<file path="src/rtl/riskow_io_pkg.sv">
// ---------------------------------------------------------------------------
// riskow_io_pkg
// Shared constants for the GPIO port bank: per-port register byte offsets,
// port stride and the width of the in-port offset field.
// ---------------------------------------------------------------------------
package riskow_io_pkg;

   localparam int PORT_STRIDE = 64;   // 0x40 bytes per port
   localparam int OFFSET_BITS = 6;    // log2(PORT_STRIDE)

   localparam logic [OFFSET_BITS-1:0] OFF_DATA_OUT   = 6'h00;
   localparam logic [OFFSET_BITS-1:0] OFF_DIRECTION  = 6'h04;
   localparam logic [OFFSET_BITS-1:0] OFF_DATA_IN    = 6'h08;
   localparam logic [OFFSET_BITS-1:0] OFF_OUT_SET    = 6'h0C;
   localparam logic [OFFSET_BITS-1:0] OFF_OUT_CLR    = 6'h10;
   localparam logic [OFFSET_BITS-1:0] OFF_OUT_TGL    = 6'h14;
   localparam logic [OFFSET_BITS-1:0] OFF_IRQ_EN     = 6'h18;
   localparam logic [OFFSET_BITS-1:0] OFF_IRQ_EDGE   = 6'h1C;
   localparam logic [OFFSET_BITS-1:0] OFF_IRQ_STATUS = 6'h20;

   // Byte offsets are word aligned; the two low address bits carry no meaning.
   function automatic logic [OFFSET_BITS-1:0] word_offset(input logic [OFFSET_BITS-1:0] a);
      return {a[OFFSET_BITS-1:2], 2'b00};
   endfunction

endpackage

</file>
<file path="src/rtl/io_port_slice.sv">
// ---------------------------------------------------------------------------
// io_port_slice
// One GPIO port: output data / direction registers with set/clear/toggle
// strobes, input synchroniser, edge detector and interrupt status.
// Ports:
//   clk, reset      clock, synchronous active-high reset
//   i_wr            accepted write addressed to this port
//   i_offset        word-aligned register offset within the port
//   i_wdata         write data
//   i_pin_in        raw asynchronous pad inputs
//   o_rdata         read data for i_offset (combinational, registered by top)
//   o_pin_out       output data to pads
//   o_pin_oe        pad output enables (1 = driven)
//   o_irq_pend      OR of enabled pending status bits
// ---------------------------------------------------------------------------
module io_port_slice
   import riskow_io_pkg::*;
#(
   parameter int WIDTH       = 32,
   parameter int SYNC_STAGES = 2
)
(
   input  logic                   clk,
   input  logic                   reset,
   input  logic                   i_wr,
   input  logic [OFFSET_BITS-1:0] i_offset,
   input  logic [WIDTH-1:0]       i_wdata,
   input  logic [WIDTH-1:0]       i_pin_in,
   output logic [WIDTH-1:0]       o_rdata,
   output logic [WIDTH-1:0]       o_pin_out,
   output logic [WIDTH-1:0]       o_pin_oe,
   output logic                   o_irq_pend
);

   localparam int                CNT_W     = $clog2(SYNC_STAGES + 2);
   localparam logic [CNT_W-1:0]  ARM_COUNT = CNT_W'(SYNC_STAGES + 1);

   logic [WIDTH-1:0] r_out;
   logic [WIDTH-1:0] r_dir;
   logic [WIDTH-1:0] r_ien;
   logic [WIDTH-1:0] r_iedge;
   logic [WIDTH-1:0] r_stat;
   logic [WIDTH-1:0] r_prev;
   logic [WIDTH-1:0] r_sync [SYNC_STAGES];
   logic [CNT_W-1:0] r_arm_cnt;

   logic             w_armed;
   logic [WIDTH-1:0] w_sync;
   logic [WIDTH-1:0] w_rise;
   logic [WIDTH-1:0] w_fall;
   logic [WIDTH-1:0] w_hit;
   logic [WIDTH-1:0] w_stat_clr;

   assign w_sync  = r_sync[SYNC_STAGES-1];
   // Edges are ignored until the synchroniser and prev flop hold real pad data.
   assign w_armed = (r_arm_cnt == ARM_COUNT);
   assign w_rise  = w_sync & ~r_prev;
   assign w_fall  = ~w_sync & r_prev;
   assign w_hit   = w_armed ? ((w_rise & r_iedge) | (w_fall & ~r_iedge)) : '0;

   assign o_pin_out  = r_out;
   assign o_pin_oe   = r_dir;
   assign o_irq_pend = |(r_stat & r_ien);

   // W1C mask for the interrupt status register
   always_comb begin
      w_stat_clr = '0;
      if (i_wr && (i_offset == OFF_IRQ_STATUS)) begin
         w_stat_clr = i_wdata;
      end else begin
         w_stat_clr = '0;
      end
   end

   // Input synchroniser, previous-value flop and post-reset arming counter
   always_ff @(posedge clk) begin
      if (reset) begin
         for (int i = 0; i < SYNC_STAGES; i++) r_sync[i] <= '0;
         r_prev    <= '0;
         r_arm_cnt <= '0;
      end else begin
         r_sync[0] <= i_pin_in;
         for (int i = 1; i < SYNC_STAGES; i++) r_sync[i] <= r_sync[i-1];
         r_prev    <= w_sync;
         r_arm_cnt <= w_armed ? r_arm_cnt : r_arm_cnt + CNT_W'(1);
      end
   end

   // Software-visible registers; a new edge overrides a same-cycle W1C
   always_ff @(posedge clk) begin
      if (reset) begin
         r_out   <= '0;
         r_dir   <= '0;
         r_ien   <= '0;
         r_iedge <= '0;
         r_stat  <= '0;
      end else begin
         r_stat <= (r_stat & ~w_stat_clr) | w_hit;
         if (i_wr) begin
            case (i_offset)
               OFF_DATA_OUT:  r_out   <= i_wdata;
               OFF_DIRECTION: r_dir   <= i_wdata;
               OFF_OUT_SET:   r_out   <= r_out | i_wdata;
               OFF_OUT_CLR:   r_out   <= r_out & ~i_wdata;
               OFF_OUT_TGL:   r_out   <= r_out ^ i_wdata;
               OFF_IRQ_EN:    r_ien   <= i_wdata;
               OFF_IRQ_EDGE:  r_iedge <= i_wdata;
               default:       r_out   <= r_out;
            endcase
         end
      end
   end

   // Read multiplexer; strobe registers and holes read as zero
   always_comb begin
      o_rdata = '0;
      case (i_offset)
         OFF_DATA_OUT:   o_rdata = r_out;
         OFF_DIRECTION:  o_rdata = r_dir;
         OFF_DATA_IN:    o_rdata = w_sync;
         OFF_IRQ_EN:     o_rdata = r_ien;
         OFF_IRQ_EDGE:   o_rdata = r_iedge;
         OFF_IRQ_STATUS: o_rdata = r_stat;
         default:        o_rdata = '0;
      endcase
   end

endmodule

</file>
<file path="src/rtl/io_port_bank.sv">
// ---------------------------------------------------------------------------
// io_port_bank
// Multi-port GPIO bank on the CPU data bus. Decodes the port index from the
// upper address bits, forwards writes to one io_port_slice, returns read
// data one cycle after accept with a single-cycle busReady pulse, and
// combines the slice interrupt requests into one registered irq.
// Ports:
//   clk, reset        clock, synchronous active-high reset
//   busValid          request valid, held by the master until busReady
//   busWriteEnable    1 = write, 0 = read
//   busAddress        local byte address
//   busDataIn         write data
//   busDataOut        read data, valid while busReady = 1
//   busReady          one-cycle completion pulse
//   pin_in            raw pad inputs (NUM_PORTS*WIDTH)
//   pin_out, pin_oe   pad output data and output enables
//   irq               level interrupt
// ---------------------------------------------------------------------------
module io_port_bank
   import riskow_io_pkg::*;
#(
   parameter int WIDTH       = 32,
   parameter int NUM_PORTS   = 2,
   parameter int SYNC_STAGES = 2,
   parameter int ADDR_BITS   = 9
)
(
   input  logic                       clk,
   input  logic                       reset,
   input  logic                       busValid,
   input  logic                       busWriteEnable,
   input  logic [ADDR_BITS-1:0]       busAddress,
   input  logic [31:0]                busDataIn,
   output logic [31:0]                busDataOut,
   output logic                       busReady,
   input  logic [NUM_PORTS*WIDTH-1:0] pin_in,
   output logic [NUM_PORTS*WIDTH-1:0] pin_out,
   output logic [NUM_PORTS*WIDTH-1:0] pin_oe,
   output logic                       irq
);

   localparam int IDX_W = ADDR_BITS - OFFSET_BITS;

   logic                   r_ready;
   logic                   r_irq;
   logic [31:0]            r_rdata;

   logic                   w_accept;
   logic [IDX_W-1:0]       w_port;
   logic [OFFSET_BITS-1:0] w_offset;
   logic [NUM_PORTS-1:0]   w_wr;
   logic [NUM_PORTS-1:0]   w_pend;
   logic [WIDTH-1:0]       w_slice_rd [NUM_PORTS];
   logic [31:0]            w_rdata;

   // A request is taken only while no completion is showing, so accepts
   // can never be back to back.
   assign w_accept = busValid & ~r_ready;
   assign w_port   = busAddress[ADDR_BITS-1:OFFSET_BITS];
   assign w_offset = word_offset(busAddress[OFFSET_BITS-1:0]);

   assign busReady   = r_ready;
   assign busDataOut = r_rdata;
   assign irq        = r_irq;

   for (genvar p = 0; p < NUM_PORTS; p++) begin : g_port
      assign w_wr[p] = w_accept & busWriteEnable & (w_port == IDX_W'(p));

      io_port_slice #(
         .WIDTH       (WIDTH),
         .SYNC_STAGES (SYNC_STAGES)
      ) u_slice (
         .clk        (clk),
         .reset      (reset),
         .i_wr       (w_wr[p]),
         .i_offset   (w_offset),
         .i_wdata    (busDataIn[WIDTH-1:0]),
         .i_pin_in   (pin_in[p*WIDTH +: WIDTH]),
         .o_rdata    (w_slice_rd[p]),
         .o_pin_out  (pin_out[p*WIDTH +: WIDTH]),
         .o_pin_oe   (pin_oe[p*WIDTH +: WIDTH]),
         .o_irq_pend (w_pend[p])
      );
   end

   // Port read-data select; indices beyond NUM_PORTS leave zero, upper bits stay zero
   always_comb begin
      w_rdata = 32'h0000_0000;
      for (int p = 0; p < NUM_PORTS; p++) begin
         if (w_port == IDX_W'(p)) begin
            w_rdata[WIDTH-1:0] = w_slice_rd[p];
         end else begin
            w_rdata = w_rdata;
         end
      end
   end

   // Bus completion, registered read data and combined interrupt
   always_ff @(posedge clk) begin
      if (reset) begin
         r_ready <= 1'b0;
         r_rdata <= 32'h0000_0000;
         r_irq   <= 1'b0;
      end else begin
         r_ready <= w_accept;
         r_rdata <= (w_accept && !busWriteEnable) ? w_rdata : 32'h0000_0000;
         r_irq   <= |w_pend;
      end
   end

endmodule

</file>
<file path="config.mk">
export PLATFORM = sky130hd
export DESIGN_NAME = io_port_bank
export DESIGN_NICKNAME = d
export VERILOG_FILES = /design/src/rtl/riskow_io_pkg.sv /design/src/rtl/io_port_slice.sv /design/src/rtl/io_port_bank.sv
export SDC_FILE = /design/constraint.sdc
export NUM_CORES = 1
export LEC_CHECK = 0
export ABC_AREA = 1
export CAP_MARGIN = 20
export CORE_ASPECT_RATIO = 0.7
export CORE_MARGIN = 2
export CORE_UTILIZATION = 46
export DETAILED_ROUTE_END_ITERATION = 7
export PLACE_DENSITY = 0.72
export SLEW_MARGIN = 5
export SYNTH_ARGS = -nofsm -noshare
export SYNTH_HDL_FRONTEND = slang
export SYNTH_SLANG_ARGS = --single-unit
</file>
<file path="constraint.sdc">
create_clock -name clk -period 3.6 [get_ports clk]
set_input_delay 0.54 -clock clk [delete_from_list [all_inputs] [get_ports clk]]
set_output_delay 0.54 -clock clk [all_outputs]
set_load 0.01 [all_outputs]
</file>
# After elaboration in Yosys (flattened, before gate mapping)
# Memories as Yosys holds them, arrays and structs flattened.
# Cells that the tools add are included.
# Widths: inputs -> output; s select.
# word_totals
regBits	422
latchBits	0
ramBits	128
rom_bits	0
inputBits	109
output_inout_bits	162
wordCells	107
mem_count	2
# memory_table
name	depth	width	read_ports	rd_ports_with_merged_regs	write_ports	line_no	source
g_port[0].u_slice.r_sync	2	32	2	0	2	io_port_slice.sv:44	logic [WIDTH-1:0] r_sync [SYNC_STAGES];
g_port[1].u_slice.r_sync	2	32	2	0	2	io_port_slice.sv:44	
# op_classes
n_addsub	2
mul	0
div_mod_pow	0
order_cmp	0
n_eq_ne	11
n_shift	0
muxes	17
bitwise_logic	41
n_reduce_logical	17
# ops
cell	n
$and 32x32->32	14
$pmux 32 s6	2
$mux 32	10
$not 32->32	9
$pmux 32 s4	2
$or 32x32->32	6
$reduce_or 64->1	1
$xor 32x32->32	2
$eq 4x3->1 const B	4
$reduce_and 2->1	8
$eq 4x2->1 const B	2
$logic_not 6->1	1
$add 2x1->2 const B	2
$and 1x1->1	4
$eq 2x2->1 const B	2
$eq 4x1->1 const B	1
$eq 4x4->1 const B	1
$or 1x1->1	4
$reduce_bool 4->1	1
$eq 3x1->1 const B	1
$logic_and 1x1->1	3
$logic_not 3->1	1
$mux 1	3
$not 1->1	2
other kinds (2)	2

# Depth between registers and ports, before layout
# Gate-level depths: netlist of the first run.
# logic_depth
ltp_word	9
depth_mapped	11
depth_no_buf	10

# Cells and area by module
# Synthesis of the first run repeated with hierarchy kept, for this count alone.
# hier_totals
cells_unflattened	3906
area_unflattened_um2	26780.7
# by_module_without_submodules
module	n_inst	cells_each	area_per_inst_um2
io_port_slice	2	1870	12682.2
io_port_bank	1	166	1416.4

# Least setup slack after synthesis of the first run
# OpenSTA, ideal clock, no wires.
# synth_path
kind	input to register
startpoint	input busAddress[3]
endpoint	register g_port[0].u_slice.r_out[22]
setup_time_ns	0.117
arrival_time_ns	1.769
setup_slack_ns	1.714
path_stages	10
path_buffers	3
path_cell_list	buf_2 -> nand2_1 -> inv_2 -> nand2_1 -> buf_2 -> nand2_1 -> buf_2 -> nor2_1 -> nor3_1 -> nor2_1
# synth_between
elab_chain_cells	3
elab_cells_between_ends	7
classes_between	3 x eq/ne; 1 x mux; 3 x reduce/logical
# synth_lines
item	line_no	source
start: declaration	io_port_bank.sv:32	input logic [ADDR_BITS-1:0] busAddress,
$eq 4x2->1, or another cell as far along	io_port_slice.sv:100	case (i_offset)
$reduce_bool 4->1 (no line)	-	
$reduce_and 2->1 (no line)	-	
end signal: assignment	io_port_slice.sv:101	OFF_DATA_OUT: r_out <= i_wdata;
end signal: assignment	io_port_slice.sv:103	OFF_OUT_SET: r_out <= r_out | i_wdata;
end signal: assignment	io_port_slice.sv:104	OFF_OUT_CLR: r_out <= r_out & ~i_wdata;
end: declaration	io_port_slice.sv:38	logic [WIDTH-1:0] r_out;
# Parallel ways exist; a longest one is shown, timed or not.
# A chain may end at the register's enable or synchronous reset.

# Worst setup path after layout of the first run
# layout_path
startpoint	input busAddress[3]
endpoint	register r_rdata[30] (netlist: busDataOut[30])
# layout_between
elab_chain_cells	4
elab_cells_between_ends	10
classes_between	5 x eq/ne; 4 x mux; 1 x reduce/logical
# layout_lines
item	line_no	source
$eq 4x4->1, or another cell as far along	io_port_slice.sv:117	case (i_offset)
$pmux 32 s6	io_port_slice.sv:117	
$mux 32	io_port_bank.sv:90	if (w_port == IDX_W'(p)) begin
$mux 32 *	io_port_bank.sv:90	
end signal: assignment	io_port_bank.sv:106	r_rdata <= (w_accept && !busWriteEnable) ? w_rdata : 32'h0000_0000;
end: declaration	io_port_bank.sv:46	logic [31:0] r_rdata;
# Mark *: on every way between the ends. The rest lies on a longest branch, timed or not.

==> reports/metrics.cfg, run 1 <==
[drt]
postRouteAntennaNets = 0
via_count = 25500
drt_pass1_iterations = 5
route.detailed.drc = 0
vias_per_cell = 5.49
drt_iter0_drc = 2827
routed_wirelength_um = 88400
wl_per_cell_um = 19.0

[setup_path]
rr_startpoint = busReady
r2r_cells = 9
critPathCaptureType = flop
rrSetupSlack_ns = 1.51
arrival_ns = 2.93
cp_common_cell = nand2_1
start_kind = input port
reg2reg_to = g_port[0].u_slice.r_iedge[21]
slowest_stage = clkdlybuf4s50_1
critPathMaxStageDelay_ns = 0.61
crit_fanout = 62
critPathCapture = busDataOut[30]
startpoint = busAddress[3]
critPathKind = input port to flop
required_ns = 4.12
cp_cell_sequence = clkdlybuf4s50_1 > buf_4 > inv_2 > nor2_4 > buf_12 > nand2_1 > o21ai_0 > inv_1 > nand2_1 > nand2_1 > a21oi_1

[clocking]
cts_buffer_depth = 3
htreeDepth = 2
postCtsSetupBuffers = 0
hold_buffers = 0
root_buffer = clkbuf_16
clk_latency_ns = 0.62
clock_sinks = 550
cts.repair.resized = 0
cts_tree = yes
clk_pin_slew_ns = 0.06
numCtsBuffers = 55

[timing]
period_needed_ns = 2.40
finalMaxSlewViolations = 0
rsz0062_at_grt = false
fmax_mhz = 416
max_slew_margin = 0.245
finClkSkew_ns = 0.0201
setup_tns_ns = 0
worst_slack_ns = 1.20
worst_pin_slew_ns = 1.13
finalSetupViolCount = 0
fin_crit_sh = 0.668
finalHoldViolations = 0

[grt]
grt_overflow = 0
antenna_found_initial = 0
grt_max_degree = 198
grt_pass1_wl_um = 135000
first_global_vias = 23500
grt_usage = 0.297

[synth]
syn_avg_cell_area_um2 = 6.97
syn_inst = 3711
ys_ff_latch = 550
yosysTopAreaCellShare = 0.426
ys_types = 26
ys_warn_count = 0
synth_area_um2 = 25800
synthTopCellsByArea = dfxtp_1 43%, nand2_1 11%, nand3_1 7.6%
seq_area_frac_synth = 0.426
syn_nets = 3950
yosys.area.top_type = dfxtp_1

[die]
die-area_um2 = 58100
ioPinCount = 271
die-width_um = 287
core_um2 = 55400
die_h_um = 202
start_util = 0.467
rows = 72

[pwr]
switching_share = 0.245
leakage_uw = 0.0134
combPwrFrac = 0.073
p_clk_frac = 0.456
p_per_area_nw_per_um2 = 427
power_frac_seq = 0.471
ir_drop_uv = 311
switchingPower_uw = 3260
p_int_uw = 10100

[place]
port-buffer-count = 268
hpwl_um = 59100
place_congestion = 0.910
dp_slack_ns = 0.693

[status]
outcome = complete, no violations

[job]
drv_cap = 0

[final_layout]
area_growth_pct = 20.5
layout.nets = 4112
drive_gt1_frac = 0.0472
antennaDiodeCount = 0

[hold_path]
hp-class = input port to flop

-- cell usage in the layout, fill, tap and decap left out, types with 9 or more instances in the layout --
cell type and count:
a21oi_1 320, or2_0 49, buf_4 42, clkbuf_1 14
nor3_1 65, clkbuf_8 12, inv_1 384, buf_12 14
o21ai_1 30, clkdlybuf4s50_1 267, o21ai_0 357, nand3_1 393
dfxtp_1 550, inv_2 9, ha_1 128, nand2_1 732
clkinv_1 31, nand3b_1 30, nor2_1 378, or2_2 14
clkbuf_16 57
-- registers in the layout (all words and copies together), names as in the netlist --
| signal | flops |
|---|---|
| g_port.u_slice.r_prev | 64 |
| g_port.u_slice.r_ien | 64 |
| g_port.u_slice.r_stat | 64 |
| g_port.u_slice.r_iedge | 64 |
| g_port.u_slice.r_arm_cnt | 4 |
| g_port.u_slice.o_pin_out | 64 |
| busReady | 1 |
| irq | 1 |
| g_port.u_slice.r_sync | 128 |
| g_port.u_slice.o_pin_oe | 64 |
| busDataOut | 32 |
-- logic make-up after synthesis --
| group | after synthesis | share of synthesized area |
|---|---|---|
| and+or+nand+nor | 1678 | 0.278 |
| buffers and inverters | 644 | 0.0954 |
| DFF | 550 | 0.426 |
| adders and majority gates | 130 | 0.0629 |
| AOI/OAI and AO/OA | 707 | 0.137 |
| xor gates and xnor gates | 2 | 0.000678 |
-- power by group through the flow --
| stage | sequential (uW) | combinational (uW) | clock (uW) |
|---|---|---|---|
| after CTS | 6270 | 949 | 6120 |
| after floorplan | 6380 | 517 | 0 |
| after global routing | 6280 | 1040 | 6380 |
| after global placement | 6400 | 929 | 0 |
| after detailed placement | 6410 | 941 | 0 |
| final | 6270 | 965 | 6080 |
-- how the worst min path moves through the flow --
stage                                              start                              end  slack, ns  cells after the start
after floorplan           g_port[0].u_slice.r_sync[0][0]  g_port[0].u_slice.r_sync[0][32]       0.39                      2
after global placement    g_port[1].u_slice.r_sync[0][5]  g_port[1].u_slice.r_sync[0][37]       0.39                      2
after detailed placement  g_port[0].u_slice.r_sync[0][2]  g_port[0].u_slice.r_sync[0][34]       0.39                      2
after CTS                                          reset  g_port[0].u_slice.r_sync[0][63]       0.32                      2
after global routing                               reset  g_port[0].u_slice.r_sync[0][63]       0.33                      2
final                                              reset  g_port[0].u_slice.r_sync[0][63]       0.33                      2
-- stage by stage --
step | cell area [um^2] | instances | total power [uW] | hold slack (ns) | utilization
final | 31100 | 4657 | 13300 | 0.327 | 0.562
after detailed placement | 29300 | 4556 | 7350 | 0.392 | 0.528
after floorplan | 25800 | 3711 | 6900 | 0.388 | -
after CTS | 31100 | 4657 | 13300 | 0.315 | 0.562
after global placement | 29300 | 4556 | 7330 | 0.394 | 0.528
after global routing | 31100 | 4657 | 13700 | 0.332 | 0.562
-- routing by layer --
layer | share of wire | vias to the layer above | GRT usage
met1 | 0.41 | 11800 | 0.401
li1 | - | 12200 | -
met3 | 0.12 | 181 | 0.0725
met4 | 0.031 | 0 | 0.104
met5 | 0 | - | 0
met2 | 0.44 | 1300 | 0.462
-- critical path: cells and delay by family --
family | cells | cell delay, ns
and+or+nand+nor | 4 | 0.56
buffers and inverters | 5 | 1.35
AOI/OAI and AO/OA | 2 | 0.44
-- cell type report --
| type | count | area, um^2 |
|---|---|---|
| Clock buffer | 82 | 1630 |
| Clock inverter | 19 | 263 |
| Fill cell | 5228 | 24300 |
| Inverter | 425 | 1600 |
| Multi-Input combinational cell | 2517 | 12400 |
| Sequential cell | 550 | 11000 |
| Tap cell | 740 | 926 |
| Timing Repair Buffer | 324 | 3280 |
-- cell usage after synthesis (all sizes together) --
master  count
nor2      385
a21oi     320
buf        55
dfxtp     550
nor4        1
ha        130
or2        64
nand2     736
nand3b     30
clkinv     31
clkbuf    164
o21ai     387
nand3     393
inv       394
xor2        2
nor3       69
Power figures use the tool's default switching activity.
==> run 2: changes to the inputs <==
PLACE_DENSITY = 0.75   (was 0.72)
clock period = 2 ns   (was 3.6 ns; I/O delays follow)
==> reports/metrics.cfg, run 2 (same netlist as run 1, synthesis figures left out) <==
[place]
dp_slack_ns = -0.287  ; -0.980 ns
port-buffer-count = 268  ; unchanged
dpl.cell_count = 4730  ; +3.8%
place_congestion = 1.02  ; +12%
hpwl_um = 73600  ; +25%
placed_area_um2 = 31100  ; +6.3%

[die]
core_um2 = 55400  ; unchanged
die_h_um = 202  ; unchanged
die-area_um2 = 58100  ; unchanged
rows = 72  ; unchanged
start_util = 0.467  ; unchanged
die-width_um = 287  ; unchanged
ioPinCount = 271  ; unchanged

[final_layout]
largest_register_ffs = 128  ; unchanged
mostFrequentLayoutCells = 732 x nand2_1, 532 x dfxtp_1, 393 x nand3_1, 384 x inv_1, 378 x nor2_1
area_growth_pct = 27.0
layout_commonest_cell = nand2_1
layout.nets = 4285  ; +4.2%
num-fill-cells = 5045  ; -3.5%
fin_cells = 4828  ; +3.7%
regMostFlops = g_port.u_slice.r_sync
drive_gt1_frac = 0.0911  ; +0.0438
final_cell_area_um2 = 32800  ; +5.4%

[clocking]
cts_buffer_depth = 3  ; unchanged
postCtsSetupBuffers = 0  ; unchanged
htreeDepth = 2  ; unchanged
clk_pin_slew_ns = 0.07  ; about the same
clk_latency_ns = 0.61  ; about the same
clock_sinks = 550  ; unchanged
root_buffer = clkbuf_16
cts_tree = yes
numCtsBuffers = 53  ; -3.6%

[drt]
via_count = 26900  ; +5.4%
route.detailed.drc = 0  ; unchanged
drt_iter0_drc = 3298  ; +17%
drt_pass1_iterations = 7  ; +2
vias_per_cell = 5.57  ; +1.6%
routed_wirelength_um = 101000  ; +14%
postRouteAntennaNets = 0  ; unchanged
wl_per_cell_um = 20.9  ; +10%

[setup_path]
arrival_ns = 1.70  ; -1.23 ns
cp_cell_sequence = clkdlybuf4s50_1
reg2reg_to = irq
startpoint = g_port[0].u_slice.o_pin_oe[29]
critical_path.top_delay_family = buffers and inverters
r2r_cells = 8  ; -1
required_ns = 1.70  ; -2.42 ns
critPathCapture = pin_oe[29]
cp.depth = 1  ; -10
slowest_stage = clkdlybuf4s50_1
path_buf_inv = 1  ; -4
critPathMaxStageDelay_ns = 0.61  ; about the same
rr_startpoint = g_port[0].u_slice.r_stat[31]
start_kind = flop
crit_fanout = 3  ; -95%
critPathKind = flop to primary output
critPathCaptureType = primary output
rrSetupSlack_ns = 0.26  ; -1.25 ns

[timing]
period_needed_ns = 2.00
worst_slack_ns = 0.00189  ; -1.19 ns
finalMaxSlewViolations = 0  ; unchanged
fmax_mhz = 500
setup_tns_ns = 0  ; unchanged
worst_pin_slew_ns = 0.614  ; -0.518 ns
rsz0062_at_grt = false
finalHoldViolations = 0  ; unchanged
max_slew_margin = 0.591  ; +0.345
finClkSkew_ns = 0.0238  ; +0.00371 ns
fin_crit_sh = 0.999
finalSetupViolCount = 0  ; unchanged

[pwr]
leakage_uw = 0.0145  ; +7.8%
ir_drop_uv = 667  ; +110%
p_per_area_nw_per_um2 = 715  ; +67%

[grt]
grt_overflow = 0  ; unchanged
first_global_vias = 24600  ; +4.6%
antenna_found_initial = 7  ; +7
grt_usage = 0.340  ; +0.0427
grt_max_degree = 96  ; -52%
grt_pass1_wl_um = 150000  ; +12%

[job]
drv_cap = 0  ; unchanged

[status]
outcome = complete, no violations

[hold_path]
hp-class = input port to flop

run 2: cell type report:
cell class | count | area (um^2) | area share
multi-input combinational | 2517 | 12400 | 0.379
sequential | 550 | 11000 | 0.336
timing repair buffer | 499 | 5140 | 0.157
inverter | 425 | 1600 | 0.0487
clock buffer | 78 | 1590 | 0.0485
tap | 740 | 926 | 0.0282
clock inverter | 16 | 103 | 0.00312
antenna | 3 | 7.51 | 0.000229
run 2: power by group:
part / internal, uW / switching [uW] / total, uW
registers: 11200 / 130 / 11300
logic: 782 / 1350 / 2130
clock network: 5510 / 4550 / 10100
total: 17500 / 6030 / 23500
run 2: layer usage:
metal | wire (um) | up-vias | GRT usage | part of all wire
met4 | 3920 | 6 | 0.124 | 0.039
met1 | 40200 | 12400 | 0.460 | 0.40
met2 | 41800 | 1644 | 0.497 | 0.41
met3 | 14900 | 253 | 0.119 | 0.15
li1 | - | 12600 | - | -
met5 | 34 | - | 0 | 0.00034
run 2: how the worst min path moves through the flow:
stage                                    startpoint                         endpoint  slack, ns  cells after the start
floorplan            g_port[0].u_slice.r_sync[0][0]  g_port[0].u_slice.r_sync[0][32]       0.39                      2
global placement    g_port[1].u_slice.r_sync[0][28]  g_port[1].u_slice.r_sync[0][60]       0.39                      2
detailed placement   g_port[1].u_slice.r_sync[0][4]  g_port[1].u_slice.r_sync[0][36]       0.40                      2
CTS                                       pin_in[1]   g_port[0].u_slice.r_sync[0][1]       0.20                      3
global route                              pin_in[1]   g_port[0].u_slice.r_sync[0][1]       0.20                      3
finish                                    pin_in[2]   g_port[0].u_slice.r_sync[0][2]       0.21                      3
run 2: worst reg2reg max path, delay by kind of cell, from the launching register on:
kind / cells / cell delay (ns)
compound gates: 1 / 0.15
flops: 1 / 0.33
simple gates: 7 / 1.13
run 2: per-stage QoR:
stage / hold WS [ns] / utilization / total power, uW
floorplan: 0.388 / - / 12400
global placement: 0.394 / 0.561 / 13600
detailed placement: 0.396 / 0.561 / 13600
CTS: 0.195 / 0.592 / 23500
global route: 0.205 / 0.593 / 24100
finish: 0.210 / 0.593 / 23500
run 2: repair_timing:
item,in CTS,in global routing
setup endpoints to repair,12,15
hold buffers,1,0
endpoints found under the hold margin,1,0
gates resized for setup,13,15
